File: src/rtl/rob_commit_unit.sv
// rob_commit_unit: records dispatched ROB entries, marks them done on writeback, retires up to two per cycle in program order.
// Latency: retire outputs are combinational from registered state; all state updates land on the next clk edge.
// Backpressure: none; i_stall masks dispatch only. Optional macro ROB_RETIRE_CNT_EN adds the o_retire_cnt counter port.
module rob_commit_unit #(
   parameter int ROB_ENT_NUM = 64,
   parameter int ROB_ENT_SEL = 6,
   parameter int RD_W        = 5
) (
   input  logic                   clk,
   input  logic                   rst_n,
   input  logic                   i_stall,
   input  logic                   i_dp_vld_1,
   input  logic                   i_dp_vld_2,
   input  logic [ROB_ENT_SEL-1:0] i_dp_ptr_1,
   input  logic [ROB_ENT_SEL-1:0] i_dp_ptr_2,
   input  logic [RD_W-1:0]        i_dp_rd_1,
   input  logic [RD_W-1:0]        i_dp_rd_2,
   input  logic                   i_dp_rdwe_1,
   input  logic                   i_dp_rdwe_2,
   input  logic                   i_wb_vld_1,
   input  logic                   i_wb_vld_2,
   input  logic [ROB_ENT_SEL-1:0] i_wb_ptr_1,
   input  logic [ROB_ENT_SEL-1:0] i_wb_ptr_2,
   output logic [1:0]             o_com_num,
   output logic                   o_com_vld_1,
   output logic                   o_com_vld_2,
   output logic [ROB_ENT_SEL-1:0] o_com_ptr_1,
   output logic [ROB_ENT_SEL-1:0] o_com_ptr_2,
   output logic [RD_W-1:0]        o_com_rd_1,
   output logic [RD_W-1:0]        o_com_rd_2,
   output logic                   o_com_rdwe_1,
   output logic                   o_com_rdwe_2,
`ifdef ROB_RETIRE_CNT_EN
   output logic [31:0]            o_retire_cnt,
`endif
   output logic                   o_empty
);

   logic [ROB_ENT_NUM-1:0] busy_q, busy_d;
   logic [ROB_ENT_NUM-1:0] done_q, done_d;
   logic [ROB_ENT_NUM-1:0] rdwe_q;
   logic [RD_W-1:0]        rd_q [ROB_ENT_NUM];
   logic [ROB_ENT_SEL-1:0] com_ptr_q, com_ptr_d;
   logic [ROB_ENT_SEL-1:0] com_ptr_nx;
   logic                   com_vld_1, com_vld_2;
   logic [1:0]             com_num;
   logic                   dp_en_1, dp_en_2;

   assign dp_en_1 = !i_stall && i_dp_vld_1;
   assign dp_en_2 = !i_stall && i_dp_vld_2;

   // Index arithmetic is ROB_ENT_SEL bits wide, so the 63->0 wrap is free.
   assign com_ptr_nx = com_ptr_q + ROB_ENT_SEL'(1);

   // Retire is masked while reset is asserted so discarded entries never report as retired.
   assign com_vld_1 = rst_n && busy_q[com_ptr_q] && done_q[com_ptr_q];
   assign com_vld_2 = com_vld_1 && busy_q[com_ptr_nx] && done_q[com_ptr_nx];
   assign com_num   = {1'b0, com_vld_1} + {1'b0, com_vld_2};

   assign o_com_num    = com_num;
   assign o_com_vld_1  = com_vld_1;
   assign o_com_vld_2  = com_vld_2;
   assign o_com_ptr_1  = com_ptr_q;
   assign o_com_ptr_2  = com_ptr_nx;
   assign o_com_rd_1   = rd_q[com_ptr_q];
   assign o_com_rd_2   = rd_q[com_ptr_nx];
   assign o_com_rdwe_1 = rdwe_q[com_ptr_q] & com_vld_1;
   assign o_com_rdwe_2 = rdwe_q[com_ptr_nx] & com_vld_2;
   assign o_empty      = ~|busy_q;

   // Next-state for busy/done: writeback, then retire clear, then dispatch set (dispatch wins on reuse).
   always_comb begin
      busy_d    = busy_q;
      done_d    = done_q;
      com_ptr_d = com_ptr_q + ROB_ENT_SEL'(com_num);
      if (i_wb_vld_1 && busy_q[i_wb_ptr_1]) begin
         done_d[i_wb_ptr_1] = 1'b1;
      end
      if (i_wb_vld_2 && busy_q[i_wb_ptr_2]) begin
         done_d[i_wb_ptr_2] = 1'b1;
      end
      if (com_vld_1) begin
         busy_d[com_ptr_q] = 1'b0;
         done_d[com_ptr_q] = 1'b0;
      end
      if (com_vld_2) begin
         busy_d[com_ptr_nx] = 1'b0;
         done_d[com_ptr_nx] = 1'b0;
      end
      if (dp_en_1) begin
         busy_d[i_dp_ptr_1] = 1'b1;
         done_d[i_dp_ptr_1] = 1'b0;
      end
      if (dp_en_2) begin
         busy_d[i_dp_ptr_2] = 1'b1;
         done_d[i_dp_ptr_2] = 1'b0;
      end
   end

   // Entry status and commit pointer registers with synchronous reset.
   always_ff @(posedge clk) begin
      if (!rst_n) begin
         busy_q    <= '0;
         done_q    <= '0;
         com_ptr_q <= '0;
      end else begin
         busy_q    <= busy_d;
         done_q    <= done_d;
         com_ptr_q <= com_ptr_d;
      end
   end

   // Entry payload; only meaningful while busy, so it needs no reset.
   always_ff @(posedge clk) begin
      if (dp_en_1) begin
         rd_q[i_dp_ptr_1]   <= i_dp_rd_1;
         rdwe_q[i_dp_ptr_1] <= i_dp_rdwe_1;
      end
      if (dp_en_2) begin
         rd_q[i_dp_ptr_2]   <= i_dp_rd_2;
         rdwe_q[i_dp_ptr_2] <= i_dp_rdwe_2;
      end
   end

`ifdef ROB_RETIRE_CNT_EN
   logic [31:0] retire_cnt_q;

   // Running total of retired entries, wrapping at 2^32.
   always_ff @(posedge clk) begin
      if (!rst_n) begin
         retire_cnt_q <= '0;
      end else begin
         retire_cnt_q <= retire_cnt_q + 32'(com_num);
      end
   end

   assign o_retire_cnt = retire_cnt_q;
`endif

endmodule

File: config.mk
export PLATFORM = sky130hd
export DESIGN_NAME = rob_commit_unit
export DESIGN_NICKNAME = d
export VERILOG_FILES = /design/src/rtl/rob_commit_unit.sv
export SDC_FILE = /design/constraint.sdc
export NUM_CORES = 1
export LEC_CHECK = 0
export ABC_AREA = 1
export CAP_MARGIN = 40
export CORE_UTILIZATION = 25
export CTS_BUF_LIST = sky130_fd_sc_hd__clkbuf_2
export CTS_CLUSTER_DIAMETER = 80
export CTS_CLUSTER_SIZE = 25
export DETAILED_ROUTE_END_ITERATION = 7
export PLACE_DENSITY = 0.38
export SLEW_MARGIN = 10
export SYNTH_ARGS = -nofsm -noshare
export SYNTH_HDL_FRONTEND = slang
export SYNTH_SLANG_ARGS = --single-unit
File: constraint.sdc
create_clock -name clk -period 8.2 [get_ports clk]
set_clock_uncertainty 0.2 [all_clocks]
set_input_delay 1.23 -clock clk [delete_from_list [all_inputs] [get_ports clk]]
set_output_delay 1.23 -clock clk [all_outputs]
set_load 0.01 [all_outputs]
# Word level (Yosys, flattened, before mapping)
# Memory sizes are Yosys's and may differ from the RTL's. A register that Yosys moved wholly into a read port is not among the register bits.
# Index checks and enable logic that the tools add are counted.
dict set report op_classes {
  n_lt_le_gt_ge 12
  n_reduce_logical 17
  mux 47
  add_sub_neg 3
  n_bitwise 16
}
# cell count
set ops {}
lappend ops {{two-way mux 64 bit} 12}
lappend ops {{AND 64 bit} 6}
lappend ops {{inverter 64 bit} 4}
lappend ops {{bitwise OR 64 bit} 4}
lappend ops {{bitwise mux 64 bit} 2}
lappend ops {{OR reduction 64 bit} 1}
lappend ops {{binary-select mux 1 bit (select 6 bit)} 8}
lappend ops {{less-than comparator 6 x 7 -> 1 bit (second input constant)} 6}
lappend ops {{demux 1 bit (select 6 bit)} 6}
lappend ops {{>= comparator 6 x 1 -> 1 bit (second input constant)} 6}
lappend ops {{two-way mux 1 bit} 18}
lappend ops {{logical AND 1 bit} 14}
lappend ops {{adder 6 x 1 -> 6 bit (second input constant)} 1}
lappend ops {{adder 6 x 2 -> 6 bit} 1}
lappend ops {{two-way mux 6 bit} 1}
lappend ops {{adder 1 x 1 -> 2 bit} 1}
lappend ops {{AND 1 bit} 2}
lappend ops {{logical NOT 1 bit} 2}
dict set report word_totals {
  inputBits 43
  out_inout_bits 29
  n_memories 1
  mem_bits_rw 320
  wordCells 100
  ff_bits 198
}
# name words word_bits read_ports rd_ports_with_merged_regs write_ports line
set mem_list {}
lappend mem_list {rd_q 64 5 2 1 2 42} ;# logic [RD_W-1:0] rd_q [ROB_ENT_NUM];

# Longest topological paths before layout
# Gate-level depths: netlist of run 1.
dict set report depth {
  ltp_word 16
  mapped_depth 24
  depth_no_buf 21
}

# Worst setup path after synthesis of run 1
# No wires, ideal clock.
dict set report synth_timing {
  kind {reg-to-output}
  startpoint {register com_ptr_q[1], in the netlist o_com_ptr_1[1]}
  endpoint {output port o_com_num[0]}
  t_arrival_ns 2.652
  t_required_ns 6.770
  path_slack_ns 4.118
  stages_incl_launch_ff 19
  n_path_buf 4
  cell_sequence {dfxtp_1 ha_1 buf_2 inv_1 buf_2 nand3_2 a21oi_1 nor2_1 nand2_1 nand2_1 nand3_1 nand2_1 nand2_1 nand2_1 buf_4 buf_4 nand2_1 inv_1 ha_1}
}
dict set report synth_between {
  elab_cells_between_ends 14
  classes_between {2 x add/sub; 8 x mux; 4 x reduce/logical}
}
# element line
set synth_lines {}
lappend synth_lines {{start, declared} 43} ;# logic [ROB_ENT_SEL-1:0] com_ptr_q, com_ptr_d;
lappend synth_lines {{start signal, assigned} 109} ;# com_ptr_q <= com_ptr_d;
lappend synth_lines {{adder 6 x 1 -> 6 bit *} 53} ;# assign com_ptr_nx = com_ptr_q + ROB_ENT_SEL'(1);
lappend synth_lines {{net o_com_ptr_2[1]} 28} ;# output logic [ROB_ENT_SEL-1:0] o_com_ptr_2,
lappend synth_lines {{binary-select mux 1 bit (select 6 bit)} 57} ;# assign com_vld_2 = com_vld_1 && busy_q[com_ptr_nx] && done_q[com_ptr_nx];
lappend synth_lines {{two-way mux 1 bit (not written as such)} 57}
lappend synth_lines {{logical AND 1 bit} 57}
lappend synth_lines {{logical AND 1 bit *} 57}
lappend synth_lines {{net o_com_vld_2} 26} ;# output logic o_com_vld_2,
lappend synth_lines {{adder 1 x 1 -> 2 bit *} 58} ;# assign com_num = {1'b0, com_vld_1} + {1'b0, com_vld_2};
lappend synth_lines {{end, declared} 24} ;# output logic [1:0] o_com_num,
# Mark *: on every way through the listed nets, which the timed path passes. The rest lies on a longest branch. The select of a mux whose other input is x is not followed.

# Worst setup path in the final report of run 1
dict set report layout_timing {
  startpoint {register com_ptr_q[0], in the netlist o_com_ptr_1[0]}
  endpoint {output port o_com_rdwe_1}
}
dict set report layout_between {
  elab_chain_cells 5
  elab_cells_between_ends 9
  classes_between {6 x mux; 1 x bitwise; 2 x reduce/logical}
}
# element line
set layout_rtl {}
lappend layout_rtl {{binary-select mux 1 bit (select 6 bit)} 56} ;# assign com_vld_1 = rst_n && busy_q[com_ptr_q] && done_q[com_ptr_q];
lappend layout_rtl {{two-way mux 1 bit (not written as such)} 56}
lappend layout_rtl {{logical AND 1 bit (2 in a row)} 56}
lappend layout_rtl {{AND 1 bit *} 67} ;# assign o_com_rdwe_1 = rdwe_q[com_ptr_q] & com_vld_1;
lappend layout_rtl {{end, declared} 31} ;# output logic o_com_rdwe_1,
# Every way passes the cells marked *; elsewhere a longest branch is shown, timed or not. The select of a mux whose other input is x is not followed.

==> results of run 1 <==
-- path summary, 6_finish.rpt --
| kind | startpoint | to | slack (ps) |
|---|---|---|---|
| max reg2reg | o_com_ptr_1[0] | o_com_ptr_1[5] | 3080 |
| min reg2reg | rdwe_q[62] | rdwe_q[62] | 330 |
| max | o_com_ptr_1[0] | o_com_rdwe_1 | 410 |
| min | i_dp_rd_1[2] | rd_q[38][2] | 180 |
-- layout by cell type (no fill, tap or decap), types with 7 or more instances in the layout --
cell type,synthesis,routed
sky130_fd_sc_hd__o41ai_1,13,13
sky130_fd_sc_hd__dfxtp_1,198,196
sky130_fd_sc_hd__nor3_2,17,29
sky130_fd_sc_hd__nor3_1,37,25
sky130_fd_sc_hd__buf_16,0,7
sky130_fd_sc_hd__o21ai_1,33,33
sky130_fd_sc_hd__clkbuf_2,0,49
sky130_fd_sc_hd__buf_12,0,9
sky130_fd_sc_hd__nand2_2,1,7
sky130_fd_sc_hd__nor2_1,416,403
sky130_fd_sc_hd__inv_2,9,16
sky130_fd_sc_hd__o211ai_1,7,7
sky130_fd_sc_hd__o21bai_1,7,7
sky130_fd_sc_hd__clkinv_2,0,7
sky130_fd_sc_hd__o21ai_0,591,591
sky130_fd_sc_hd__a221oi_1,42,42
sky130_fd_sc_hd__edfxtp_1,320,320
sky130_fd_sc_hd__o22ai_1,206,206
sky130_fd_sc_hd__clkinv_1,13,10
sky130_fd_sc_hd__clkdlybuf4s50_1,0,63
sky130_fd_sc_hd__buf_4,18,148
sky130_fd_sc_hd__nor4_1,19,15
sky130_fd_sc_hd__o2bb2ai_1,12,12
sky130_fd_sc_hd__a21oi_1,312,312
sky130_fd_sc_hd__nand4_1,120,120
sky130_fd_sc_hd__a22oi_1,27,27
sky130_fd_sc_hd__buf_2,83,10
sky130_fd_sc_hd__o2111ai_1,20,20
sky130_fd_sc_hd__a22o_1,11,11
sky130_fd_sc_hd__nand2_1,1708,1702
sky130_fd_sc_hd__inv_1,435,433
sky130_fd_sc_hd__nand3_2,8,11
sky130_fd_sc_hd__nand3_1,175,172
sky130_fd_sc_hd__o31ai_1,12,12
sky130_fd_sc_hd__nor2_2,5,12
-- routing by layer --
| metal | track usage | share of wire |
|---|---|---|
| met5 | 0 | 0.00036 |
| met4 | 0.1025 | 0.039 |
| met3 | 0.04767 | 0.083 |
| met2 | 0.4352 | 0.44 |
| met1 | 0.3904 | 0.44 |
-- sequential cells by signal, indices dropped and copies added, names as in the netlist --
signal and flops:
done_q 64, rd_q 320, busy_q 64, o_com_ptr_1 6, rdwe_q 64
-- logic make-up (layout without fill, tap and decap cells) --
group	Yosys count	in the layout	synth area share
AND/OR/NAND/NOR	2512	2512	0.2955
AO/OA/AOI/OAI	1309	1309	0.2124
buffers and inverters	849	791	0.09742
flip-flops	518	518	0.3920
adder cells (fa/ha/maj)	5	5	0.002024
XOR/XNOR	2	2	0.0007229
other	0	3	0
-- power groups by stage --
stage,combinational (uW),clock (uW),sequential [uW]
2_1_floorplan,299,0,2940
3_3_place_gp,510,0,2980
3_5_place_dp,529,0,2980
4_1_cts,534,1580,2930
5_1_grt,586,1640,2940
6_report,542,1550,2930
-- repair_timing --
| action | CTS | global route |
|---|---|---|
| hold endpoints to repair | 80 | 0 |
| hold buffers | 6 | 0 |
| endpoints found under the setup margin | 0 | 0 |
| buffers inserted | 0 | 0 |
-- final cells by class --
class | count | area share
clock buffer | 49 | 0.006394
antenna | 3 | 0.0001957
clock inverter | 34 | 0.009982
multi-input combinational | 3828 | 0.4656
tap | 1794 | 0.05852
inverter | 457 | 0.04486
sequential | 518 | 0.3540
timing repair buffer | 251 | 0.06045
-- worst max-delay path: stages, from the launching register on --
cell	delay (ps)
sky130_fd_sc_hd__dfxtp_4	770
sky130_fd_sc_hd__inv_2	430
sky130_fd_sc_hd__nand3_2	650
sky130_fd_sc_hd__inv_1	620
sky130_fd_sc_hd__nand2_1	170
sky130_fd_sc_hd__o221ai_1	120
sky130_fd_sc_hd__o31ai_1	370
sky130_fd_sc_hd__nand2_1	90
sky130_fd_sc_hd__nor2_1	370
sky130_fd_sc_hd__nand2_1	260
sky130_fd_sc_hd__nor2_1	460
sky130_fd_sc_hd__clkdlybuf4s50_1	630
-- metrics by stage --
stage / area (um^2) / setup slack, ps / utilization / hold slack (ps) / instances
floorplan: 34630 / 4118 / - / 260.9 / 5195
global placement: 37090 / 2054 / 0.2698 / 297.1 / 6800
detailed placement: 37650 / 2061 / 0.2738 / 299.2 / 6841
CTS: 38340 / 467.2 / 0.2788 / 13.05 / 6930
global route: 38350 / 182.5 / 0.2789 / 109.9 / 6932
finish: 38350 / 405.8 / 0.2790 / 182.5 / 6934
==> flow_summary.ini, run 1 <==
[status]
result_of_the_run = finished, final reports clean

[global_routing]
grt_antenna_before_repair = 9
global_route_wire_length_before_repair_mm = 281.5
grt_start_max_net_pins = 183
combined_global_route_utilization_of_all_metal_layers = 0.2813
first_global_vias = 35250
globalRouteOverflowTotal = 0

[routing]
routed_wirelength_mm = 203.0
number_of_violations_reported_at_the_end_of_detailed_routing_iteration_0 = 5517
detailroute.via_count = 38060
drc_errors = 0
avgViaCountPerCell = 5.489
drt.antenna.violating_nets = 0
dr.pass1.iters = 7
routed_wire_length_per_instance_um = 29.28

[yosys]
number_of_warnings_printed_during_yosys_synthesis = 0
synthArstFlopShare = 0
yosysTopAreaCell = sky130_fd_sc_hd__edfxtp_1
ys_types = 46
ys.flop_type = sky130_fd_sc_hd__edfxtp_1
syn-mean-instance-area_um2 = 6.665
synth_edf_count = 320
synth.top_cells.by_area = sky130_fd_sc_hd__edfxtp_1 28%, sky130_fd_sc_hd__nand2_1 19%, sky130_fd_sc_hd__dfxtp_1 11%
synth_seq_area_share = 0.3920
synth_top_area_frac = 0.2775
synth_common_cells = 1708 x sky130_fd_sc_hd__nand2_1, 591 x sky130_fd_sc_hd__o21ai_0, 435 x sky130_fd_sc_hd__inv_1, 416 x sky130_fd_sc_hd__nor2_1, 320 x sky130_fd_sc_hd__edfxtp_1
number_of_nets_in_the_synthesized_netlist = 5243
netlist_area_um2 = 34630
synth.most_common_cell = sky130_fd_sc_hd__nand2_1
postSynthRegisterBits = 518
syn-instance-count = 5195

[timing]
fin_crit_sh = 0.9505
maxClockFrequency_ghz = 0.1283
slew_viol_final = 0
final.min_clock_period_ps = 7794
timing.slew.headroom = 0.3587
setup_violations = 0
rsz0062_at_grt = false
worst-slew-pin-transition_ps = 953.2
hold_violations = 0
totalNegativeSetupSlack_ps = 0

[critical_path]
endpoint_kind = output port
worst-setup-path-type = register to output port
ff2ff_path_depth = 21
cp_data_arrival_time_ps = 6360
highest_net_fanout_along_the_worst_path = 49
required_ps = 6770
worstSetupStartpointType = register

[final_layout]
fillerInstances = 15330
seq_area_um2 = 13580
syn2layout_area_growth_pct = 10.77
post_route_cells_drive_above_1_share = 0.06872
multiInputGateArea_um2 = 17860
final_net_count = 5149

[pwr]
netSwitchingPower_uw = 1666
cell_int_power_uw = 3358
power.density_nw_per_um2 = 131.0
clock_power_share = 0.308
power.share.combinational = 0.108
post-layout-total-power_uw = 5025
p_leak_uw = 0.01502
peakVddDrop_v = 0.00007805
seqPwrFrac = 0.584
p_sw_frac = 0.3316

[worst_hold_path]
hp-class = input port to register
whs_path_depth = 4

[floorplan]
floorplan.die.width_um = 374.2
placeableCoreArea_um2 = 137500
die-height_um = 374.2
start_util = 0.2518
boundaryPins = 72
floorplan.die_area_um2 = 140000
fp-row-count = 136

[place]
place.detailed.hpwl_mm = 144.2
gpl.final_weighted_congestion = 0.9327
port_buffers = 71

[clock_network]
clockRootBuffer = sky130_fd_sc_hd__clkbuf_2
cts.htree.levels = 2
cts.repair.resized = 0
clock_tree.buffer_depth = 3
cts.sinks = 518
clock_latency_ps = 1450
tritoncts = done
cts_buffers = 45
clk_pin_slew_ps = 340

[run]
maxCapViolations = 0
Power figures use the tool's default switching activity.
==> inputs of run 2 (changes only) <==
CTS_CLUSTER_DIAMETER = default   (was 80)
clock period = 9.4 ns   (was 8.2 ns; I/O delays follow)
==> flow_summary.ini, run 2 (synthesis results as in run 1) <==
[floorplan]
start_util = 0.2518
floorplan.die_area_um2 = 140000
die-height_um = 374.2
fp-row-count = 136
floorplan.die.width_um = 374.2
placeableCoreArea_um2 = 137500
boundaryPins = 72

[clock_network]
cts_post_setup_buffers_inserted = 0
clk_pin_slew_ps = 100
clock_tree.buffer_depth = 3
postCtsHoldBufs = 1
cts.htree.levels = 4
clockRootBuffer = sky130_fd_sc_hd__clkbuf_2
cts_buffers = 161
cts.repair.resized = 0
clock_latency_ps = 1620
tritoncts = done
cts.sinks = 518

[critical_path]
endpoint_kind = output port
worst-setup-path-type = register to output port
crit_slowest_cell = sky130_fd_sc_hd__dfxtp_4
worst_path_largest_cell_delay_ps = 800
critical_path.cell_chain = ha_1 -> inv_1 -> nand2_1 -> nand2_1 -> nand2_1 -> inv_1 -> nand2_2 -> inv_2 -> nand2_1 -> o2111ai_1 -> o31ai_1 -> nand2_1 -> nor2_1 -> nand2_1 -> clkdlybuf4s50_1
highest_net_fanout_along_the_worst_path = 72
cp_data_arrival_time_ps = 6740
ff2ff_path_depth = 17
required_ps = 7790
worstSetupStartpointType = register
crit_path_frequent_cell = sky130_fd_sc_hd__nand2_1
r2r_slack_ps = 3880
worst_r2r_endpoint = done_q[43]
worst_r2r_startpoint = o_com_ptr_1[0]

[timing]
fin_worst_hold_slack_ps = 246.9
maxClockFrequency_ghz = 0.1198
final.min_clock_period_ps = 8345
hold_violations = 0
worst-slew-pin-transition_ps = 1169
timing.slew.headroom = 0.2205
rsz0062_at_grt = false
slew_viol_final = 0
setup_violations = 0
totalNegativeSetupSlack_ps = 0
fin_crit_sh = 0.8878

[worst_hold_path]
min-delay-start = i_dp_rd_1[1]
whs_path_depth = 4
endpoint_worst_hold = rd_q[14][1]
hp-class = input port to register

[final_layout]
syn2layout_area_growth_pct = 13.40
fin_area_um2 = 39270
mostFrequentLayoutCells = 1702 x sky130_fd_sc_hd__nand2_1, 591 x sky130_fd_sc_hd__o21ai_0, 432 x sky130_fd_sc_hd__inv_1
regMostFlops = rd_q
largest_reg_flops = 320
mostFrequentLayoutCell = sky130_fd_sc_hd__nand2_1
final_net_count = 5257
post_route_cells_drive_above_1_share = 0.1007

[pwr]
post-layout-total-power_uw = 5067
power.density_nw_per_um2 = 129.0
peakVddDrop_v = 0.00008333
p_leak_uw = 0.01577

[global_routing]
combined_global_route_utilization_of_all_metal_layers = 0.2831
first_global_vias = 35810
grt_start_max_net_pins = 84
global_route_wire_length_before_repair_mm = 282.2
grt_antenna_before_repair = 10
globalRouteOverflowTotal = 0

[routing]
avgViaCountPerCell = 5.428
dr.pass1.iters = 6
routed_wire_length_per_instance_um = 28.55
number_of_violations_reported_at_the_end_of_detailed_routing_iteration_0 = 4974
drc_errors = 0
drt.antenna.violating_nets = 0
routed_wirelength_mm = 204.0
detailroute.via_count = 38790

[status]
result_of_the_run = finished, final reports clean

[run]
maxCapViolations = 0

[place]
placed_area_um2 = 37640
place.detailed.hpwl_mm = 143.7
gpl.final_weighted_congestion = 0.9543
port_buffers = 71
==> run 2: changes by cell type in the layout (fill, tap and decap cells not counted), moves of 3 or more <==
cell / delta
sky130_fd_sc_hd__dlygate4sd3_1: -5
sky130_fd_sc_hd__clkbuf_2: +197
sky130_fd_sc_hd__clkinv_8: -3
sky130_fd_sc_hd__buf_4: -6
sky130_fd_sc_hd__clkinv_1: +26
sky130_fd_sc_hd__inv_8: -6
sky130_fd_sc_hd__diode_2: +8
sky130_fd_sc_hd__clkinv_2: +3
sky130_fd_sc_hd__buf_6: +3
==> run 2: worst max-delay path by stage <==
| stage | startpoint | slack [ps] | depth (start not counted) | end |
|---|---|---|---|---|
| floorplan | rst_n | 5050 | 10 | o_com_num[0] |
| global placement | o_com_ptr_1[0] | 2620 | 15 | o_com_rd_2[2] |
| detailed placement | o_com_ptr_1[0] | 2830 | 15 | o_com_rd_2[1] |
| CTS | o_com_ptr_1[0] | 1070 | 14 | o_com_rdwe_2 |
| global route | o_com_ptr_1[0] | 770 | 15 | o_com_rd_2[1] |
| finish | o_com_ptr_1[0] | 1050 | 15 | o_com_rd_2[1] |
==> run 2: power by group <==
group | switching, uW | leakage [uW] | internal (uW)
Combinational | 330 | 0.0101 | 148
Clock | 1220 | 0.00118 | 821
Sequential | 76.7 | 0.00449 | 2480
==> run 2: layout make-up <==
type                       instances  area [um^2]
antenna                           11        27.53
clock buffer                     246         1231
clock inverter                    49        339.1
fill                           15390        98230
inverter                         457         1720
multi-input combinational       3828        17860
sequential                       518        13580
tap                             1794         2245
timing repair buffer             243         2263
==> run 2: routing by layer <==
metal  vias to the layer above  GRT usage  routed length (um)
li1                      17620          -                   -
met1                     18620     0.3883               89070
met2                      2133     0.4334               89010
met3                       415    0.06091               18440
met4                         4     0.1039                7461
met5                         -          0                  23
==> run 2: metrics by stage <==
step                cells  setup WS (ps)  utilization
global placement     6796           2619       0.2695
global route         7145          774.3       0.2856
detailed placement   6837           2832       0.2738
finish               7146           1055       0.2856
CTS                  7133           1072       0.2853
floorplan            5195           5051            -
==> run 2: critical path: cells and delay by family, from the launching register on <==
family	cells	cell delay, ps
simple gates	8	2000
buf+inv	4	1270
flops	1	800
compound gates	2	640
fa+ha+maj	1	360
